--- config.mk ---
export PLATFORM = sky130hd
export DESIGN_NAME = mips_multicycle_controller
export DESIGN_NICKNAME = d
export VERILOG_FILES = /design/src/rtl/mips_ctrl_pkg.sv /design/src/rtl/mips_decode.sv /design/src/rtl/mips_multicycle_controller.sv
export SDC_FILE = /design/constraint.sdc
export NUM_CORES = 1
export LEC_CHECK = 0
export ABC_AREA = 1
export BUFFER_PORTS_ARGS = -buffer_cell sky130_fd_sc_hd__clkbuf_2
export CAP_MARGIN = 20
export CORE_MARGIN = 4
export CORE_UTILIZATION = 43
export CTS_CLUSTER_SIZE = 20
export DETAILED_ROUTE_END_ITERATION = 8
export GPL_TIMING_DRIVEN = 0
export PLACE_DENSITY = 0.79
export SETUP_SLACK_MARGIN = 0.02
export SLEW_MARGIN = 20
export SYNTH_ARGS = -nofsm -noshare
export SYNTH_HDL_FRONTEND = slang
export SYNTH_SLANG_ARGS = --single-unit
--- constraint.sdc ---
create_clock -name clk -period 2.2 [get_ports clk]
set_input_delay 0.44 -clock clk [delete_from_list [all_inputs] [get_ports clk]]
set_output_delay 0.44 -clock clk [all_outputs]
set_load 0.1 [all_outputs]
--- src/rtl/mips_ctrl_pkg.sv ---
// mips_ctrl_pkg: opcode/func constants, FSM states, select encodings and control bundle
package mips_ctrl_pkg;
   localparam logic [5:0] OP_RTYPE = 6'h00, OP_J = 6'h02, OP_JAL = 6'h03, OP_BEQ = 6'h04, OP_BNE = 6'h05;
   localparam logic [5:0] OP_ADDI = 6'h08, OP_ADDIU = 6'h09, OP_SLTI = 6'h0a, OP_SLTIU = 6'h0b;
   localparam logic [5:0] OP_ANDI = 6'h0c, OP_ORI = 6'h0d, OP_XORI = 6'h0e, OP_LUI = 6'h0f;
   localparam logic [5:0] OP_LW = 6'h23, OP_SW = 6'h2b;
   localparam logic [5:0] FN_SLL = 6'h00, FN_SRL = 6'h02, FN_SRA = 6'h03, FN_SLLV = 6'h04;
   localparam logic [5:0] FN_SRLV = 6'h06, FN_SRAV = 6'h07, FN_JR = 6'h08, FN_JALR = 6'h09;
   localparam logic [5:0] FN_ADD = 6'h20, FN_ADDU = 6'h21, FN_SUB = 6'h22, FN_SUBU = 6'h23;
   localparam logic [5:0] FN_AND = 6'h24, FN_OR = 6'h25, FN_XOR = 6'h26, FN_NOR = 6'h27;
   localparam logic [5:0] FN_SLT = 6'h2a, FN_SLTU = 6'h2b;
   typedef enum logic [2:0] {FETCH = 3'd0, DECODE = 3'd1, EXEC = 3'd2, MEM = 3'd3, WB = 3'd4} state_e;
   localparam logic [1:0] PC_PLUS4 = 2'd0, PC_BR = 2'd1, PC_JMP = 2'd2, PC_REG = 2'd3;
   localparam logic [1:0] WA_RD = 2'd0, WA_RT = 2'd1, WA_RA = 2'd2;
   localparam logic [1:0] WD_PC4 = 2'd0, WD_ALU = 2'd1, WD_MEM = 2'd2;
   // A_C16 feeds a constant 16 as shift amount so LUI is imm << 16
   localparam logic [1:0] A_RS = 2'd0, A_SHAMT = 2'd1, A_C16 = 2'd2;
   localparam logic [4:0] ALU_ADD = 5'd0, ALU_SUB = 5'd1, ALU_AND = 5'd2, ALU_OR = 5'd3, ALU_XOR = 5'd4;
   localparam logic [4:0] ALU_NOR = 5'd5, ALU_SLT = 5'd6, ALU_SLTU = 5'd7, ALU_SLL = 5'd8, ALU_SRL = 5'd9;
   localparam logic [4:0] ALU_SRA = 5'd10;
   typedef enum logic [3:0] {C_ALU, C_BEQ, C_BNE, C_J, C_JR, C_JAL, C_JALR, C_LW, C_SW} cls_e;
   typedef struct packed {
      cls_e       cls;
      logic [1:0] wasel;
      logic [1:0] wdsel;
      logic [1:0] asel;
      logic       bsel;
      logic       sgnext;
      logic [4:0] alufn;
   } ctl_t;
endpackage

--- src/rtl/mips_decode.sv ---
// mips_decode: combinational op/func to control bundle plus illegal flag
module mips_decode
   import mips_ctrl_pkg::*;
(
   input  logic [5:0] op,
   input  logic [5:0] func,
   output ctl_t       ctl,
   output logic       illegal
);
   always_comb begin
      ctl = '{cls: C_ALU, wasel: WA_RT, wdsel: WD_ALU, asel: A_RS, bsel: 1'b1, sgnext: 1'b1, alufn: ALU_ADD};
      illegal = 1'b0;
      case (op)
         OP_RTYPE: begin
            ctl.wasel = WA_RD;
            ctl.bsel = 1'b0;
            case (func)
               FN_SLL: begin ctl.asel = A_SHAMT; ctl.alufn = ALU_SLL; end
               FN_SRL: begin ctl.asel = A_SHAMT; ctl.alufn = ALU_SRL; end
               FN_SRA: begin ctl.asel = A_SHAMT; ctl.alufn = ALU_SRA; end
               FN_SLLV: ctl.alufn = ALU_SLL;
               FN_SRLV: ctl.alufn = ALU_SRL;
               FN_SRAV: ctl.alufn = ALU_SRA;
               FN_JR: ctl.cls = C_JR;
               FN_JALR: begin ctl.cls = C_JALR; ctl.wdsel = WD_PC4; end
               FN_ADD, FN_ADDU: ctl.alufn = ALU_ADD;
               FN_SUB, FN_SUBU: ctl.alufn = ALU_SUB;
               FN_AND: ctl.alufn = ALU_AND;
               FN_OR: ctl.alufn = ALU_OR;
               FN_XOR: ctl.alufn = ALU_XOR;
               FN_NOR: ctl.alufn = ALU_NOR;
               FN_SLT: ctl.alufn = ALU_SLT;
               FN_SLTU: ctl.alufn = ALU_SLTU;
               default: illegal = 1'b1;
            endcase
         end
         OP_J: ctl.cls = C_J;
         OP_JAL: begin ctl.cls = C_JAL; ctl.wasel = WA_RA; ctl.wdsel = WD_PC4; end
         OP_BEQ: begin ctl.cls = C_BEQ; ctl.bsel = 1'b0; ctl.alufn = ALU_SUB; end
         OP_BNE: begin ctl.cls = C_BNE; ctl.bsel = 1'b0; ctl.alufn = ALU_SUB; end
         OP_ADDI, OP_ADDIU: ctl.alufn = ALU_ADD;
         OP_SLTI: ctl.alufn = ALU_SLT;
         OP_SLTIU: ctl.alufn = ALU_SLTU;
         OP_ANDI: begin ctl.sgnext = 1'b0; ctl.alufn = ALU_AND; end
         OP_ORI: begin ctl.sgnext = 1'b0; ctl.alufn = ALU_OR; end
         OP_XORI: begin ctl.sgnext = 1'b0; ctl.alufn = ALU_XOR; end
         OP_LUI: begin ctl.sgnext = 1'b0; ctl.asel = A_C16; ctl.alufn = ALU_SLL; end
         OP_LW: begin ctl.cls = C_LW; ctl.wdsel = WD_MEM; end
         OP_SW: ctl.cls = C_SW;
         default: illegal = 1'b1;
      endcase
   end
endmodule

--- src/rtl/mips_multicycle_controller.sv ---
// mips_multicycle_controller: FETCH/DECODE/EXEC/MEM/WB sequencer with ready timeouts.
// Define MC_PERF_COUNTERS_EN to build the cycle/retire performance counters.
module mips_multicycle_controller
   import mips_ctrl_pkg::*;
#(
   parameter int ALUFN_W  = 5,
   parameter int MAX_WAIT = 15,
   parameter int CNT_W    = 32
) (
   input  logic               clk,
   input  logic               reset_n,
   input  logic               enable,
   input  logic [5:0]         op,
   input  logic [5:0]         func,
   input  logic               Z,
   input  logic               imem_ready,
   input  logic               dmem_ready,
   output logic               imem_req,
   output logic               dmem_req,
   output logic               ir_we,
   output logic               pc_we,
   output logic [1:0]         pcsel,
   output logic [1:0]         wasel,
   output logic               sgnext,
   output logic               bsel,
   output logic [1:0]         wdsel,
   output logic [ALUFN_W-1:0] alufn,
   output logic [1:0]         asel,
   output logic               wr,
   output logic               werf,
   output logic               instr_done,
   output logic               illegal,
   output logic               bus_err,
   output logic [2:0]         state,
   output logic [CNT_W-1:0]   cycle_cnt,
   output logic [CNT_W-1:0]   retire_cnt
);
   localparam int WW = (MAX_WAIT > 1) ? $clog2(MAX_WAIT + 1) : 1;
   state_e        state_q, state_d;
   logic [WW-1:0] wait_q, wait_d;
   ctl_t          ctl;
   logic          dec_ill, rdy, waiting, tmo, en;
   mips_decode u_dec (.op(op), .func(func), .ctl(ctl), .illegal(dec_ill));
   assign wasel  = ctl.wasel;
   assign wdsel  = ctl.wdsel;
   assign asel   = ctl.asel;
   assign bsel   = ctl.bsel;
   assign sgnext = ctl.sgnext;
   assign alufn  = ALUFN_W'(ctl.alufn);
   assign state  = state_q;
   // reset_n gates strobes too, so a reset landing mid-instruction commits nothing
   assign en      = enable & reset_n;
   assign rdy     = (state_q == FETCH) ? imem_ready : dmem_ready;
   assign waiting = (state_q == FETCH || state_q == MEM) && !rdy;
   assign tmo     = (MAX_WAIT != 0) && enable && waiting && wait_q == WW'(MAX_WAIT - 1);
   assign wait_d  = (state_d != state_q || tmo) ? '0 : wait_q + WW'(waiting);
   always_ff @(posedge clk)
      if (!reset_n) begin
         state_q <= FETCH;
         wait_q  <= '0;
      end else if (enable) begin
         state_q <= state_d;
         wait_q  <= wait_d;
      end
   always_comb begin
      state_d = state_q;
      imem_req = 1'b0;
      dmem_req = 1'b0;
      ir_we = 1'b0;
      pc_we = 1'b0;
      pcsel = PC_PLUS4;
      wr = 1'b0;
      werf = 1'b0;
      instr_done = 1'b0;
      illegal = 1'b0;
      bus_err = 1'b0;
      case (state_q)
         FETCH: begin
            imem_req = !tmo;
            ir_we = imem_ready;
            bus_err = tmo;
            state_d = imem_ready ? DECODE : FETCH;
         end
         DECODE: begin
            illegal = dec_ill;
            pc_we = dec_ill;
            state_d = dec_ill ? FETCH : EXEC;
         end
         EXEC: begin
            pc_we = ctl.cls inside {C_BEQ, C_BNE, C_J, C_JR};
            instr_done = ctl.cls inside {C_BEQ, C_BNE, C_J, C_JR};
            pcsel = ctl.cls == C_J ? PC_JMP : ctl.cls == C_JR ? PC_REG :
                    ((ctl.cls == C_BEQ && Z) || (ctl.cls == C_BNE && !Z)) ? PC_BR : PC_PLUS4;
            state_d = (ctl.cls inside {C_BEQ, C_BNE, C_J, C_JR}) ? FETCH :
                      (ctl.cls inside {C_LW, C_SW}) ? MEM : WB;
         end
         MEM: begin
            dmem_req = !tmo;
            wr = ctl.cls == C_SW && !tmo;
            bus_err = tmo;
            pc_we = tmo || (dmem_ready && ctl.cls == C_SW);
            instr_done = dmem_ready && ctl.cls == C_SW;
            state_d = tmo ? FETCH : !dmem_ready ? MEM : ctl.cls == C_SW ? FETCH : WB;
         end
         WB: begin
            pc_we = 1'b1;
            werf = 1'b1;
            instr_done = 1'b1;
            pcsel = ctl.cls == C_JAL ? PC_JMP : ctl.cls == C_JALR ? PC_REG : PC_PLUS4;
            state_d = FETCH;
         end
         default: state_d = FETCH;
      endcase
      if (!en) {ir_we, pc_we, wr, werf, instr_done, illegal, bus_err} = '0;
   end
`ifdef MC_PERF_COUNTERS_EN
   logic [CNT_W-1:0] cyc_q, ret_q;
   always_ff @(posedge clk)
      if (!reset_n) begin
         cyc_q <= '0;
         ret_q <= '0;
      end else begin
         if (enable) cyc_q <= cyc_q + CNT_W'(1);
         if (instr_done) ret_q <= ret_q + CNT_W'(1);
      end
   assign cycle_cnt  = cyc_q;
   assign retire_cnt = ret_q;
`else
   assign cycle_cnt  = '0;
   assign retire_cnt = '0;
`endif
endmodule

After elaboration in Yosys (flattened, before gate mapping)

Cells that the tools add are included.

Reduce and logical (&&, ||, !) cells: 30
Add/sub/neg operators: 1
Muxes and demuxes: 45
Eq/ne operators: 45
Bitwise operators: 1

Operators with widths:

| operator                                                         | count |
|---|---|
| 6-bit == test (second input constant)                            | 12 |
| 6-bit by 4-bit == test with 1-bit output (second input constant) | 10 |
| 4-bit case mux with 10 select lines                              | 1 |
| 4-bit case mux with 8 select lines                               | 1 |
| 6-bit by 3-bit == test with 1-bit output (second input constant) | 5 |
| 4-bit case mux with 7 select lines                               | 1 |
| 6-bit by 2-bit == test with 1-bit output (second input constant) | 4 |
| 1-bit two-way mux                                                | 22 |
| 18-bit OR reduction                                              | 1 |
| 4-bit by 3-bit == test with 1-bit output (second input constant) | 4 |
| 3-bit two-way mux                                                | 5 |
| 14-bit OR reduction                                              | 1 |
| 6-bit zero test                                                  | 2 |
| 2-bit case mux with 2 select lines                               | 3 |
| 3-bit case mux with 4 select lines                               | 1 |
| 2-bit OR reduction                                               | 6 |
| 2-bit two-way mux                                                | 5 |
| 4-bit by 2-bit == test with 1-bit output (second input constant) | 2 |
| 4-bit == test (second input constant)                            | 2 |
| 1-bit logical AND                                                | 7 |
| 3-bit by 2-bit == test with 1-bit output (second input constant) | 2 |
| 2-bit case mux with 3 select lines                               | 1 |
| 3-bit case mux with 2 select lines                               | 1 |
| 3-bit OR reduction                                               | 2 |
| other kinds (16)                                                 | 21 |

Logic and storage cells: 124
Input port bits: 18
Register bits after elaboration: 7

Longest topological paths before layout

Gate-level depths: netlist (run 1).

Depth in word-level cells: 11
Gate-level depth with buffers: 13
Gate-level depth less buffers: 13

By module

Synthesis (run 1) repeated with hierarchy kept, for this count alone.

Cell total of the unflattened synthesis: 299
Area total of the unflattened synthesis: 1,725.4 um2

By module, submodules not included:

| module                     | sequential area each (um2) | cells an instance | area an instance (um2) | instances |
|---|---|---|---|---|
| mips_multicycle_controller | 140.1                      | 181               | 1,198.6                | 1 |
| mips_decode                | 0.0                        | 118               | 526.8                  | 1 |

Worst setup path after synthesis (run 1)

Ideal clock, no wire load.

Kind: reg2out
Start point: reg state_q[0], in the netlist state[0]
End point: out wr
Data arrival time: 3,602 ps
Data required time: 1,760 ps
Cell stages (with the launch flop): 7
Buffers on the path: 0
Path slack: -1,842 ps
Cell sequence: dfxtp_1 inv_1 nand2_1 nand2_1 nand3_2 nand2_1 nor3_1

Word-level cells in the longest chain between the ends: 10

Ends and longest elaborated chain:

| what                            | RTL line                                                           | source |
|---|---|---|
| start, declared                 | mips_multicycle_controller.sv:39                                   | `state_e state_q, state_d;` |
| start signal, assigned          | mips_multicycle_controller.sv:62                                   | `state_q <= state_d;` |
| 3-bit zero test                 | mips_multicycle_controller.sv:53, mips_multicycle_controller.sv:54 |  |
| 1-bit two-way mux               | mips_multicycle_controller.sv:53                                   | `assign rdy = (state_q == FETCH) ? imem_ready : dmem_ready;` |
| 1-bit zero test                 | mips_multicycle_controller.sv:54                                   | `assign waiting = (state_q == FETCH \|\| state_q == MEM) && !rdy;` |
| 1-bit logical AND               | mips_multicycle_controller.sv:54                                   |  |
| 1-bit logical AND (2 in series) | mips_multicycle_controller.sv:55                                   | `assign tmo = (MAX_WAIT != 0) && enable && waiting && wait_q == WW'(MAX_WAIT - 1);` |
| 1-bit zero test                 | mips_multicycle_controller.sv:99                                   | `wr = ctl.cls == C_SW && !tmo;` |
| 1-bit logical AND               | mips_multicycle_controller.sv:99                                   |  |
| 1-bit two-way mux (*)           | mips_multicycle_controller.sv:77                                   | `case (state_q)` |
| 1-bit two-way mux (*)           | mips_multicycle_controller.sv:114                                  | `if (!en) {ir_we, pc_we, wr, werf, instr_done, illegal, bus_err} = '0;` |
| end, declared                   | mips_multicycle_controller.sv:29                                   | `output logic wr,` |

Mark *: on every way between the ends. The rest lies on a longest branch, timed or not.

Worst setup path in the final report (run 1)

Start point: in op[0]
End point: out pc_we

Word-level cells in the longest chain between the ends: 7

Ends and longest elaborated chain:

| what                                   | RTL line                          | source |
|---|---|---|
| start, declared                        | mips_multicycle_controller.sv:13  | `input logic [5:0] op,` |
| 6-bit == test (tied with other cells)  | mips_decode.sv:13                 | `case (op)` |
| 4-bit case mux with 7 select lines     | mips_decode.sv:13                 |  |
| 4-bit == test                          | mips_multicycle_controller.sv:101 | `pc_we = tmo \|\| (dmem_ready && ctl.cls == C_SW);` |
| 1-bit logical AND                      | mips_multicycle_controller.sv:101 |  |
| 1-bit logical OR                       | mips_multicycle_controller.sv:101 |  |
| 1-bit case mux with 4 select lines (*) | mips_multicycle_controller.sv:77  |  |
| 1-bit two-way mux (*)                  | mips_multicycle_controller.sv:114 |  |
| end, declared                          | mips_multicycle_controller.sv:21  | `output logic pc_we,` |

Marks and branches as above.

==> impl_metrics.ini, run 1 <==
[clock_network]
clkTransAtPathRegs_ns = 0.04
cts.htree.levels = 1
clockBufferDepth = 2
clock_latency_ns = 0.22
clock-sinks = 7
cts_root_buf = clkbuf_8
cts_tree = built
numCtsBuffers = 3

[global_routing]
grtUsageMet3 = 0.0319
use_met1 = 0.209
antenna_found_initial = 0
grt_pass1_wl_mm = 7.49
track_usage = 0.179
grt_pass1_vias = 1819
grt_overflow = 0
grt_max_degree = 11
busiest_layer = met2
grtUsageMet2 = 0.328

[timing]
slew_violations = 0
fin_crit_sh = 1.11
fin_ws_ns = -0.242
finalSetupViolCount = 5
max_freq_ghz = 0.409
worstMarginPinSlew_ns = 0.551
period_needed_ns = 2.44
rsz0062_at_grt = yes
slew_headroom = 0.634
fin_worst_hold_slack_ns = 0.526
hold_viol_final = 0
worst_clock_skew_ns = 0.000957

[place]
pre_cts_ws_ns = -0.604
dp_cells = 438
port_buffers = 42
post-dp-hpwl_mm = 3.69
gp_routability_congestion = 0.842

[setup_path]
crit_chain = clkbuf_4 > nand2_8 > inv_2 > nand3_2 > nand3_4 > nor2_4 > nand2_1 > nand2_1 > nand2_1 > nand2_2 > nand3_2 > nand3_2 > clkinvlp_4 > clkbuf_16
crit_path_end_kind = output pin
crit_family = simple AND/OR/NAND/NOR gates
cp.arrival_ns = 2.00
crit_slowest_cell = clkbuf_16
worstSetupPathType = in2out
crit_fanout = 5
startpoint_type = input port
worst_ep_required_time_ns = 1.76
critPathMaxStageDelay_ns = 0.20
cp.buffers_inverters = 4

[power_and_ir_drop]
p_leak_nw = 1.60
vdd_drop_max_uv = 346
p_per_area_mw_per_mm2 = 443
combPwrFrac = 0.742
p_int_w = 0.000449
switching_share = 0.641
total_power_w = 0.00125
p_clk_frac = 0.144
p_seq_frac = 0.114
switchingPower_w = 0.000802

[yosys]
ys_warn_count = 0
synth.area.top_cells = buf_4 (30%), nand2_1 (12%), inv_1 (9.5%), dfxtp_1 (8.6%), nand3_1 (8.6%)
synth_fa_ha_area_frac = 0.0154
synth_top_area_frac = 0.300
synth-seq-cells = 7
synth_compound_area_frac = 0.108
synth-seq-area-share = 0.0862
synth_xor_area_frac = 0
synth.area.mux_share = 0
synth.distinct_cells = 27
synth_top_family_by_area = buffers and inverters
avgSynthCellArea_um2 = 5.72
synth_top_cell_by_area = buf_4
syn_area_mm2 = 0.00163
yosys.area_share.simple = 0.382
syn_inst = 284

[floorplanning]
die_y_um = 69.5
io_pins = 109
die_area_mm2 = 0.00483
die_w_um = 69.5
rows = 22
start_util = 0.444
coreArea_mm2 = 0.00366

[detailed_routing]
drt_iter0_markers = 145
viasPerCell = 4.40
vias = 2032
post_drt_wl_per_cell_um = 11.2
drc = 0
ant_nets = 0
drt-total-wl_mm = 5.15
dr.pass1.iters = 4

[final_layout]
num_antenna_cells = 0
final_common_cell = buf_4
layout_common_cells = buf_4 (86), conb_1 (65), nand2_1 (39)
areaGrowthSynthToFinish_pct = 73.7
finalNonFillerCells = 462
drive_above_1_share = 0.502
postLayoutCoreUtil = 0.771
nets = 435

[run_status]
violations = negative setup slack
status = finished, violations left

[flow_run]
drv_cap = 0

[worst_hold_path]
min_path_type = in2reg
==> power by group through the flow <==
| stage | combinational (W) | sequential [W] | clock, W |
|---|---|---|---|
| 3_3_place_gp | 0.000842 | 0.000144 | 0 |
| 4_1_cts | 0.000885 | 0.000142 | 0.000187 |
| 5_1_grt | 0.000964 | 0.000143 | 0.000192 |
| 2_1_floorplan | 0.000760 | 0.000165 | 0 |
| 3_5_place_dp | 0.000845 | 0.000144 | 0 |
| 6_report | 0.000928 | 0.000142 | 0.000180 |
==> final cells by class <==
type / instances / area (um^2)
inverters: 42 / 161
well taps: 48 / 60.1
flip-flops and latches: 7 / 151
fillers: 298 / 838
plain buffers: 67 / 508
repair buffers: 62 / 534
multi-input cells: 232 / 1360
clock buffers: 4 / 45.0
==> cell usage after synthesis <==
cell / number
nand3_2: 4
nor3_1: 5
nand2_1: 50
a21oi_1: 14
nor3_2: 2
nand3_1: 28
nor2_4: 1
nor2_1: 31
o211ai_1: 2
nor2_2: 5
o221ai_1: 1
nand2_2: 2
buf_6: 1
ha_1: 2
and3_1: 1
and2_1: 1
buf_4: 65
clkbuf_1: 1
nand4_1: 2
dfxtp_1: 7
inv_1: 41
conb_1: 1
inv_2: 1
nand2_4: 1
o31ai_1: 1
a31oi_1: 3
o21ai_0: 11
==> final timing paths <==
| check | startpoint | to | slack, ns | depth (start not counted) |
|---|---|---|---|---|
| worst max-delay path | op[0] | pc_we | -0.24 | 14 |
| worst min-delay path | reset_n | wait_q[3] | 0.53 | 3 |
| worst max register to register | state[2] | wait_q[0] | 0.48 | 8 |
| worst min register to register | wait_q[3] | wait_q[3] | 0.59 | 4 |
==> cells by family (layout without fill, tap and decap cells) <==
| logic type | Yosys count | after routing |
|---|---|---|
| fa+ha+maj | 2 | 2 |
| other cells | 1 | 65 |
| simple gates | 133 | 133 |
| compound gates | 32 | 32 |
| buf+inv | 109 | 175 |
| flops | 7 | 7 |
==> stage by stage <==
| step | area, um^2 | setup TNS [ns] |
|---|---|---|
| after floorplan | 2030 | -1.92 |
| after global placement | 2300 | -3.08 |
| after detailed placement | 2300 | -3.27 |
| after CTS | 2650 | -0.252 |
| after global routing | 2820 | -0.840 |
| final | 2820 | -0.557 |
==> metal layers <==
layer  wire length, um  part of all wire
met1              2030              0.39
met2              2540              0.49
met3               445             0.086
met4               140             0.027
met5                 0                 0
==> tightest hold or removal path: stages <==
cell	delay (ns)
clkbuf_2	0.13
nand3_1	0.09
a21oi_1	0.03
==> timing repair <==
action / CTS / global route
buffers inserted: 12 / 8
hold buffers: 0 / 0
setup endpoints to repair: 15 / 13
pin swaps: 13 / 13
gates resized for setup: 52 / 40
cloned: 0 / 0
==> registers in the layout, summed over array words and instances (netlist names) <==
signal,cells
wait_q,4
state,3
No activity file was read; power rests on OpenSTA's default activity.
==> run 2, diff against run 1 <==
--- a/config.mk
+++ b/config.mk
@@ -13,7 +13,8 @@
 export CTS_CLUSTER_SIZE = 20
 export DETAILED_ROUTE_END_ITERATION = 8
 export GPL_TIMING_DRIVEN = 0
-export PLACE_DENSITY = 0.79
+export MAX_ROUTING_LAYER = met4
+export PLACE_DENSITY_LB_ADDON = 0.2
 export SETUP_SLACK_MARGIN = 0.02
 export SLEW_MARGIN = 20
 export SYNTH_ARGS = -nofsm -noshare
==> run 2 against run 1 <==
Count of clock-buffer cells in the layout unchanged; sequential power hardly changed; worst hold slack worse by 0.0074 ns; die area did not move; cell area up 5.6%; fmax is 1.0% higher; combinational power up 3.0%; register-to-register slack worse by 0.11 ns; via count grew 4.7%; sequential share of layout area decreased by 0.28 points; setup slack improved by 0.024 ns; the run still ends with negative setup slack left.
==> impl_metrics.ini, run 2 (synthesis gave the netlist of run 1 again) <==
[setup_path]
reg2regPathDepth = 9
r2r-start = state[2]
crit_family = simple AND/OR/NAND/NOR gates
worst_ep_required_time_ns = 1.76
worstSetupPathType = in2out
crit_path_end_kind = output pin
cpMostUsedCell = nand3_2
startpoint_type = input port
r2r_end = wait_q[0]
crit_slowest_cell = nor2_4
critPathMaxStageDelay_ns = 0.21
crit_chain = buf_8 > nor2_4 > buf_6 > nand3_2 > nand3_4 > nor2_4 > nand2_1 > nand2_2 > nand2_4 > nand2_4 > nand3_2 > nand3_2 > clkinvlp_4 > clkbuf_16
cp.arrival_ns = 1.98
crit_fanout = 6
critical_path_depth = 14
cp.buffers_inverters = 4
r2r_slack_ns = 0.37

[power_and_ir_drop]
p_leak_nw = 1.65
vdd_drop_max_uv = 358
p_per_area_mw_per_mm2 = 431
total_power_w = 0.00129

[final_layout]
nets = 441
areaGrowthSynthToFinish_pct = 83.4
drive_above_1_share = 0.524
postLayoutCellArea_mm2 = 0.00298
fillCellCount = 264
finalNonFillerCells = 468
largest_register_ffs = 4
final_common_cell = buf_4
top_register = wait_q
layout_common_cells = buf_4 (88), conb_1 (65), nand2_1 (37)
num_antenna_cells = 0

[timing]
slew_violations = 0
worst_clock_skew_ns = 0.00577
finalSetupViolCount = 9
period_needed_ns = 2.42
fin_crit_sh = 1.10
slew_headroom = 0.637
fin_worst_hold_slack_ns = 0.518
max_freq_ghz = 0.414
hold_viol_final = 0
rsz0062_at_grt = yes
fin_ws_ns = -0.218
worstMarginPinSlew_ns = 0.548

[clock_network]
numCtsBuffers = 3
clock_latency_ns = 0.23
clockBufferDepth = 2
cts_tree = built
cts_root_buf = clkbuf_8
clock-sinks = 7
clkTransAtPathRegs_ns = 0.04
cts.htree.levels = 1

[worst_hold_path]
hold_end = wait_q[2]
min_path_type = in2reg
hold_path_depth = 3
hp-start = reset_n

[detailed_routing]
post_drt_wl_per_cell_um = 12.4
dr.pass1.iters = 6
drt-total-wl_mm = 5.79
vias = 2128
viasPerCell = 4.55
drc = 0
ant_nets = 0
drt_iter0_markers = 128

[floorplanning]
die_w_um = 69.5
coreArea_mm2 = 0.00366
rows = 22
die_y_um = 69.5
start_util = 0.444
io_pins = 109
die_area_mm2 = 0.00483

[place]
place_area_mm2 = 0.00230
dp_cells = 438
port_buffers = 42
gp_routability_congestion = 0.928
post-dp-hpwl_mm = 3.54

[global_routing]
grt_pass1_wl_mm = 7.98
track_usage = 0.199
antenna_found_initial = 0
grt_pass1_vias = 1914
grt_overflow = 0
grt_max_degree = 11

[flow_run]
drv_cap = 0

[run_status]
status = finished, violations left
violations = negative setup slack
==> run 2: cell count changes in the layout (fill, tap and decap cells not counted), sizes merged <==
cell | before | now
buf | 94 | 102
clkbuf | 39 | 37
==> run 2: worst min-delay path: stages <==
cell and delay (ns):
clkbuf_2 0.13, nand3_1 0.10, a21oi_1 0.04
==> run 2: routing by layer <==
| layer | global-route usage | vias to the layer above | share of wire |
|---|---|---|---|
| met4 | 0.0803 | 0 | 0.044 |
| met5 | - | - | 0 |
| li1 | - | 1051 | - |
| met3 | 0.0377 | 27 | 0.083 |
| met1 | 0.228 | 934 | 0.39 |
| met2 | 0.340 | 116 | 0.49 |
==> run 2: layout make-up <==
class                           instances  area (um^2)  area share
Multi-Input combinational cell        232         1440       0.484
Timing Repair Buffer                   68          609       0.204
Inverter                               42          164      0.0550
Clock buffer                            4         45.0      0.0151
Buffer                                 67          508       0.170
Tap cell                               48         60.1      0.0202
Sequential cell                         7          151      0.0508
==> run 2: timing repair <==
action | CTS | global route
pin swaps | 15 | 21
hold buffers | 0 | 0
buffers inserted | 17 | 9
setup endpoints to repair | 15 | 17
gates resized for setup | 58 | 65
==> run 2: worst max path at each step <==
stage / end / slack (ns) / start
6_report: pc_we / -0.22 / op[4]
5_1_grt: wait_q[0] / -0.29 / op[4]
4_1_cts: pc_we / -0.11 / op[5]
3_5_place_dp: pc_we / -0.59 / op[2]
3_3_place_gp: pc_we / -0.56 / op[2]
2_1_floorplan: instr_done / -0.43 / op[1]
==> run 2: power by group <==
group / switching [W] / internal, W / leakage, nW
sequential: 0.00000998 / 0.000133 / 0.0593
combinational: 0.000754 / 0.000202 / 1.57
clock: 0.0000614 / 0.000126 / 0.0228
total: 0.000825 / 0.000460 / 1.65
==> run 2: per-stage QoR <==
step	util	setup slack, ns	TNS (ns)
after floorplan	-	-0.427	-1.92
after global placement	0.629	-0.563	-2.84
after detailed placement	0.629	-0.593	-3.16
after CTS	0.740	-0.115	-0.367
after global routing	0.814	-0.294	-2.01
final	0.814	-0.218	-1.16
==> run 3, diff against run 2 <==
--- a/config.mk
+++ b/config.mk
@@ -15,7 +15,6 @@
 export GPL_TIMING_DRIVEN = 0
 export MAX_ROUTING_LAYER = met4
 export PLACE_DENSITY_LB_ADDON = 0.2
-export SETUP_SLACK_MARGIN = 0.02
 export SLEW_MARGIN = 20
 export SYNTH_ARGS = -nofsm -noshare
 export SYNTH_HDL_FRONTEND = slang
==> run 3 against run 2 <==
The run still ends with negative setup slack left; sequential power barely moved; non-clock buffer count down 8; worst hold slack better by 0.011 ns; count of clock-buffer cells in the layout is the same; sequential share of layout area grew 0.33 points; wire length down 21%; final cell count down 1.7%; critical endpoint unchanged; largest power group unchanged.
==> impl_metrics.ini, run 3 (synthesis gave the netlist of run 1 again) <==
[run_status]
status = finished, violations left
violations = negative setup slack

[final_layout]
top_register = wait_q
final_common_cell = buf_4
multi_input_area_mm2 = 0.00135
finalNonFillerCells = 460
fillCellCount = 304
num_antenna_cells = 0
drive_above_1_share = 0.485
areaGrowthSynthToFinish_pct = 72.3
postLayoutCellArea_mm2 = 0.00280
nets = 433
layout_common_cells = buf_4 (83), conb_1 (65), nand2_1 (38)
regArea_um2 = 151
largest_register_ffs = 4

[place]
place_area_mm2 = 0.00229
dp_cells = 438
port_buffers = 42
post-dp-hpwl_mm = 3.54
gp_routability_congestion = 0.878

[power_and_ir_drop]
switchingPower_w = 0.000803
p_seq_frac = 0.113
vdd_drop_max_uv = 300
combPwrFrac = 0.738
p_per_area_mw_per_mm2 = 447
p_clk_frac = 0.149
switching_share = 0.641
p_int_w = 0.000450
p_leak_nw = 1.58

[global_routing]
grt_max_degree = 11
grt_overflow = 0
grt_pass1_vias = 1763
antenna_found_initial = 0
track_usage = 0.180
grt_pass1_wl_mm = 7.37

[clock_network]
clockBufferDepth = 2
numCtsBuffers = 3
clock_latency_ns = 0.23
hold_buffers = 0
cts.htree.levels = 1
clkTransAtPathRegs_ns = 0.04
cts_root_buf = clkbuf_8
clock-sinks = 7
cts_tree = built

[detailed_routing]
drc = 0
dr.pass1.iters = 4
vias = 2008
dr_wl_met2_mm = 2.11
drt_iter0_markers = 128
highest_layer = met4
wl_met1_mm = 1.89
post_drt_wl_per_cell_um = 9.98
viasPerCell = 4.37
drt-total-wl_mm = 4.59
wl_met3_um = 490
ant_nets = 0

[floorplanning]
start_util = 0.444
rows = 22
coreArea_mm2 = 0.00366
die_w_um = 69.5
die_y_um = 69.5
die_area_mm2 = 0.00483
io_pins = 109

[setup_path]
crit_fanout = 6
startpoint_type = register
crit_path_end_kind = output pin
worst_ep_required_time_ns = 1.76
r2r_slack_ns = 0.30
worstSetupPathType = reg2out
cp.arrival_ns = 1.92

[timing]
fin_crit_sh = 1.07
max_freq_ghz = 0.423
worstMarginPinSlew_ns = 0.534
slew_violations = 0
finalSetupViolCount = 5
rsz0062_at_grt = yes
fin_ws_ns = -0.163
worst_clock_skew_ns = 0.000382
period_needed_ns = 2.36
hold_viol_final = 0
slew_headroom = 0.642

[flow_run]
drv_cap = 0

[worst_hold_path]
min_path_type = in2reg
-- run 3: cell count changes in the layout (fill, tap and decap cells not counted), sizes merged --
cell,change
buf,-10
clkbuf,+2
-- run 3: per-layer routing --
metal / global-route usage / up-vias
met3: 0.0420 / 11
met4: 0.0586 / 0
li1: - / 1026
met2: 0.287 / 108
met1: 0.224 / 863
met5: - / -
-- run 3: timing repair --
item,in CTS,in global routing
gates resized for setup,49,49
endpoints found under the setup margin,16,11
buffers inserted,8,10
pin swaps,11,16
gates cloned,0,0
-- run 3: stage by stage --
step,setup TNS [ns],utilization,hold slack (ns),power [W],setup slack (ns)
CTS,-0.394,0.710,0.530,0.00121,-0.149
detailed placement,-2.93,0.626,0.575,0.000985,-0.574
global placement,-2.76,0.626,0.568,0.000982,-0.543
finish,-0.427,0.765,0.530,0.00125,-0.163
global route,-0.947,0.765,0.565,0.00130,-0.245
floorplan,-1.98,-,0.538,0.000922,-0.431
-- run 3: cell type report --
type	instances	share of cell area
Buffer	67	0.180
Clock buffer	4	0.0161
Inverter	42	0.0576
Multi-Input combinational cell	232	0.483
Sequential cell	7	0.0541
Tap cell	48	0.0214
Timing Repair Buffer	60	0.187
-- run 3: path summary, 6_finish.rpt --
| path | start | to | cells past startpoint |
|---|---|---|---|
| min | reset_n | wait_q[3] | 3 |
| max | state[2] | pc_we | 12 |
| max reg2reg | state[0] | wait_q[2] | 8 |
| min reg2reg | wait_q[3] | wait_q[3] | 4 |
-- run 3: power groups by stage --
stage / Clock, W / Sequential (W) / Combinational, W
finish: 0.000186 / 0.000142 / 0.000924
global route: 0.000196 / 0.000142 / 0.000963
CTS: 0.000187 / 0.000142 / 0.000878
detailed placement: 0 / 0.000143 / 0.000842
global placement: 0 / 0.000143 / 0.000839
floorplan: 0 / 0.000164 / 0.000758
-- run 3: critical path, stage by stage (launching register included) --
cell	delay [ns]
dfxtp_4	0.37
nor2_4	0.12
nand2_2	0.08
inv_2	0.08
nand2_4	0.06
and2_4	0.16
nand3_2	0.07
o21ai_0	0.08
a21oi_1	0.17
nand3_2	0.11
nand3_2	0.09
clkinvlp_4	0.09
clkbuf_16	0.20
